[config.mk]
export PLATFORM = sky130hd
export DESIGN_NAME = prog_sequencer
export DESIGN_NICKNAME = d
export VERILOG_FILES = /design/src/rtl/prog_sequencer.sv
export SDC_FILE = /design/constraint.sdc
export NUM_CORES = 1
export LEC_CHECK = 0
export CAP_MARGIN = 30
export CELL_PAD_IN_SITES_DETAIL_PLACEMENT = 1
export CELL_PAD_IN_SITES_GLOBAL_PLACEMENT = 1
export CORE_MARGIN = 2
export CORE_UTILIZATION = 44
export CTS_CLUSTER_SIZE = 24
export DETAILED_ROUTE_END_ITERATION = 6
export PLACE_DENSITY = 0.81
export SLEW_MARGIN = 10
export SYNTH_ARGS = -nofsm -noshare
export SYNTH_HDL_FRONTEND = slang
export SYNTH_SLANG_ARGS = --single-unit
[constraint.sdc]
create_clock -name Clk -period 5.3 [get_ports Clk]
set_input_delay 0.53 -clock Clk [delete_from_list [all_inputs] [get_ports Clk]]
set_output_delay 0.53 -clock Clk [all_outputs]
set_load 0.02 [all_outputs]
[src/rtl/prog_sequencer.sv]
// Program sequencer: resets a processor core once, then launches and times up to four programs in turn.
// Optional run watchdog is compiled in when PROG_SEQ_TIMEOUT_EN is defined.
module prog_sequencer #(
  parameter int unsigned START_CYCLES   = 2,
  parameter logic [15:0] TIMEOUT_CYCLES = 16'd4000
) (
  input  logic        Clk,
  input  logic        Reset,
  input  logic        Go,
  input  logic [1:0]  NumProgs,
  input  logic        Ack,
  output logic        DutReset,
  output logic        DutStart,
  output logic [1:0]  ProgIdx,
  output logic        Busy,
  output logic        Done,
  output logic        ProgDone,
  output logic [15:0] LastCycles,
  output logic        Timeout
);

  localparam logic [2:0] IDLE  = 3'd0;
  localparam logic [2:0] RST   = 3'd1;
  localparam logic [2:0] START = 3'd2;
  localparam logic [2:0] RUN   = 3'd3;
  localparam logic [2:0] DONE  = 3'd4;

  localparam logic [3:0] START_LOAD = 4'(START_CYCLES);

  logic [2:0]  state;
  logic [2:0]  stateNext;
  logic [1:0]  numLatched;
  logic [3:0]  startCnt;
  logic [15:0] runCnt;
  logic        lastProg;
  logic        runExpired;

  assign lastProg = (ProgIdx == numLatched);

`ifdef PROG_SEQ_TIMEOUT_EN
  assign runExpired = (runCnt == TIMEOUT_CYCLES);
`else
  logic unusedTimeoutCycles;
  assign unusedTimeoutCycles = ^TIMEOUT_CYCLES;
  assign runExpired = 1'b0;
`endif

  always_comb begin
    stateNext = state;
    case (state)
      IDLE, DONE: if (Go) stateNext = RST;
      RST:        stateNext = START;
      START:      if (startCnt == 4'd1) stateNext = RUN;
      RUN: begin
        // Ack takes priority over an expiring watchdog in the same cycle
        if (Ack)             stateNext = lastProg ? DONE : START;
        else if (runExpired) stateNext = DONE;
      end
      default:    stateNext = IDLE;
    endcase
  end

  always_ff @(posedge Clk) begin
    if (Reset) begin
      state      <= IDLE;
      numLatched <= '0;
      startCnt   <= '0;
      runCnt     <= '0;
      ProgIdx    <= '0;
      ProgDone   <= 1'b0;
      LastCycles <= '0;
      Timeout    <= 1'b0;
    end else begin
      state    <= stateNext;
      ProgDone <= 1'b0;
      case (state)
        IDLE, DONE: begin
          if (Go) begin
            numLatched <= NumProgs;
            Timeout    <= 1'b0;
            ProgIdx    <= '0;
          end
        end
        RST: startCnt <= START_LOAD;
        START: begin
          startCnt <= startCnt - 4'd1;
          if (startCnt == 4'd1) runCnt <= 16'd1;
        end
        RUN: begin
          if (Ack) begin
            LastCycles <= runCnt;
            ProgDone   <= 1'b1;
            if (!lastProg) begin
              ProgIdx  <= ProgIdx + 2'd1;
              startCnt <= START_LOAD;
            end
          end else if (runExpired) begin
            Timeout <= 1'b1;
          end else if (runCnt != '1) begin
            runCnt <= runCnt + 16'd1;
          end
        end
        default: ;
      endcase
    end
  end

  assign DutReset = (state == RST);
  assign DutStart = (state == START);
  assign Busy     = (state == RST) || (state == START) || (state == RUN);
  assign Done     = (state == DONE);

endmodule

==> results.cfg <==
[routing]
dr_wl_met2_mm = 2.67
wl_met3_um = 291
wl_met1_mm = 3.02
num_vias = 2114
wl_per_cell_um = 16.5
first_pass_iters = 4
route.detailed.drc = 0
routed_wl_mm = 6.02
drt_iter0_drc = 121
via_per_inst = 5.78
ant_nets = 0
highest_layer = met4

[sta]
rsz0062_at_grt = false
finalSetupTns_ps = 0
min_period_ps = 2540
tightest_slew_ps = 722
relSlewSlack_pct = 51.9
finalClockSkew_ps = 7.24
final_hold_viol_count = 0
setup_viol = 0
period_share_pct = 47.9
max_freq_mhz = 394
drv_slew = 0

[worst_setup_path]
reg2reg_depth = 6
rrSetupSlack_ps = 3160
cp.arrival_ps = 2010
r2r_start = state[2]
critPathBufInv = 2
crit_path_end_kind = output pin
path_max_fanout = 13
crit_slowest_cell = clkdlybuf4s50_1
path_cells = nand2b_1, nand2b_4, inv_2, clkdlybuf4s50_1
startpoint_type = flop
crit_required_ps = 4770
rr_endpoint = runCnt[13]
path_class = flop to output pin
crit_family = buffers and inverters
cpPeakStageDelay_ps = 620

[finish]
drive_gt1_share_pct = 8.45
fillers = 643
final_cell_area_sq_mm = 0.00264
finalNetCount = 305
area.growth.synth_to_final_pct = 15.5
layout_commonest_cell = nand2_1
insertedDiodeCount = 0
layout_common_cells = nand2_1, dfxtp_1, a21oi_1

[synthesis]
syn_avg_cell_area_sq_um = 8.20
synth_top_family_by_area = simple AND/OR/NAND/NOR gates
synth_ff_type = dfxtp_1
synth_mux_area_share_pct = 0.438
ys.warnings.count = 0
synth_compound_area_share_pct = 23.8
syn_inst = 279
synth-simple-area-share_pct = 28.6
synthAdderAreaFrac_pct = 1.64
synthDistinctLibCells = 63
synth_xor_area_share_pct = 0.766
yosysTopAreaCell = dfxtp_1
yosys-top-cells-area = dfxtp_1, nand2_1, a21oi_1
ys_seq_area_share_pct = 38.5
synth_edf_count = 0
syn_nets = 288
async_flop_share_pct = 0
ys_seq_elements = 44
synth_top_area_share_pct = 38.5
synthesis.area_sq_mm = 0.00229

[global_routing]
grt_max_degree = 44
antenna_found_initial = 0
grt_pass1_vias = 1972
grt_usage_pct = 21.4
grt_pass1_wl_mm = 10.2
grt_overflow = 0

[clock_tree]
cts_setup_buffers = 0
cts_tree = built
cts_buffers = 5
cts_resized = 0
clockBufferDepth = 2
clkTransAtPathRegs_ps = 80
clock-sinks = 44
worstSkewPairLatency_ps = 290
cts_root_buf = clkbuf_8
htreeDepth = 2
hold_buffers = 0

[job]
maxCapViolations = 0

[placement]
dp_hpwl_mm = 4.34
place_congestion = 0.848
port_buffers = 28
placed_area_sq_mm = 0.00256

[worst_hold_path]
hold_end = LastCycles[12]
hold_start = LastCycles[12]
whs_path_depth = 2
hold_path.class = flop to flop

[floorplan]
core_sq_mm = 0.00507
start_util_pct = 45.1
ios = 30
std_cell_rows = 26
die_x_um = 76.1
die_area_sq_mm = 0.00579
fp.dieH_um = 76.1

[pwr]
peakVddDrop_mv = 0.133
power_density_mw_per_mm2 = 246
p_leak_nw = 0.857

[run_status]
status = finished, final reports clean
==> worst max-delay path by stage <==
stage               startpoint         end  slack, ps  depth (start not counted)
floorplan                  Ack  runCnt[12]       3570                          6
global placement           Ack  ProgIdx[1]       2760                          5
detailed placement         Ack  runCnt[13]       2680                          5
CTS                   state[1]    DutStart       2780                          4
global route          state[1]    DutStart       2670                          4
finish                state[1]    DutStart       2760                          4
==> power by group <==
group          switching [W]  total [W]  leakage (nW)  internal, W
registers          0.0000147   0.000355         0.356     0.000340
clock network       0.000110   0.000200        0.0410    0.0000898
logic              0.0000582  0.0000964         0.460    0.0000383
==> worst reg2reg max path, cell delays in order (launching register included) <==
cell      delay (ps)
dfxtp_1          500
nand2b_1         240
nand2b_4         170
inv_2             70
a21oi_2          590
a22oi_1          260
a31oi_1          230
==> logic make-up after synthesis <==
logic type | after synthesis
simple gates | 117
compound gates | 81
flops | 44
buf+inv | 30
fa+ha+maj | 3
xor+xnor | 2
other cells | 1
mux | 1
==> synthesized netlist by cell type (3+ instances only) <==
| cell type | number |
|---|---|
| a221oi_1 | 4 |
| ha_1 | 3 |
| nand3_1 | 10 |
| o21a_1 | 4 |
| nor2_1 | 14 |
| buf_2 | 9 |
| nand2_1 | 52 |
| dfxtp_1 | 44 |
| a211oi_1 | 7 |
| nand2b_1 | 4 |
| inv_1 | 9 |
| nor3_1 | 8 |
| a31oi_1 | 7 |
| nand4_1 | 5 |
| clkbuf_1 | 4 |
| o21ai_0 | 7 |
| a21oi_1 | 29 |
| o31ai_1 | 3 |
==> per-stage QoR <==
stage / setup slack [ps] / hold WS, ps / util, % / cells / total power (W)
6_report: 2760 / 455 / 52.0 / 366 / 0.000651
5_1_grt: 2670 / 479 / 52.0 / 366 / 0.000681
4_1_cts: 2780 / 457 / 52.0 / 366 / 0.000657
3_5_place_dp: 2680 / 446 / 50.5 / 359 / 0.000459
3_3_place_gp: 2760 / 443 / 50.5 / 359 / 0.000457
2_1_floorplan: 3570 / 448 / - / 279 / 0.000430
==> flip-flops by register name (all words and copies together), names as in the netlist <==
| name | cells |
|---|---|
| LastCycles | 16 |
| runCnt | 16 |
| startCnt | 4 |
| state | 3 |
| ProgIdx | 2 |
| numLatched | 2 |
| ProgDone | 1 |
==> final cells by class <==
cell class / instances / area, sq um / area share (%)
inverters: 11 / 41.3 / 1.56
clock buffers: 6 / 72.6 / 2.75
clock inverters: 1 / 5.00 / 0.189
multi-input cells: 205 / 1270 / 47.9
repair buffers: 29 / 288 / 10.9
well taps: 70 / 87.6 / 3.32
flip-flops and latches: 44 / 881 / 33.3
==> layer usage <==
| layer | up-vias | GRT usage, % |
|---|---|---|
| li1 | 1045 | - |
| met1 | 1009 | 32.4 |
| met2 | 55 | 32.7 |
| met3 | 5 | 3.32 |
| met4 | 0 | 3.82 |
| met5 | - | 0 |
No activity file was read; power rests on OpenSTA's default activity.
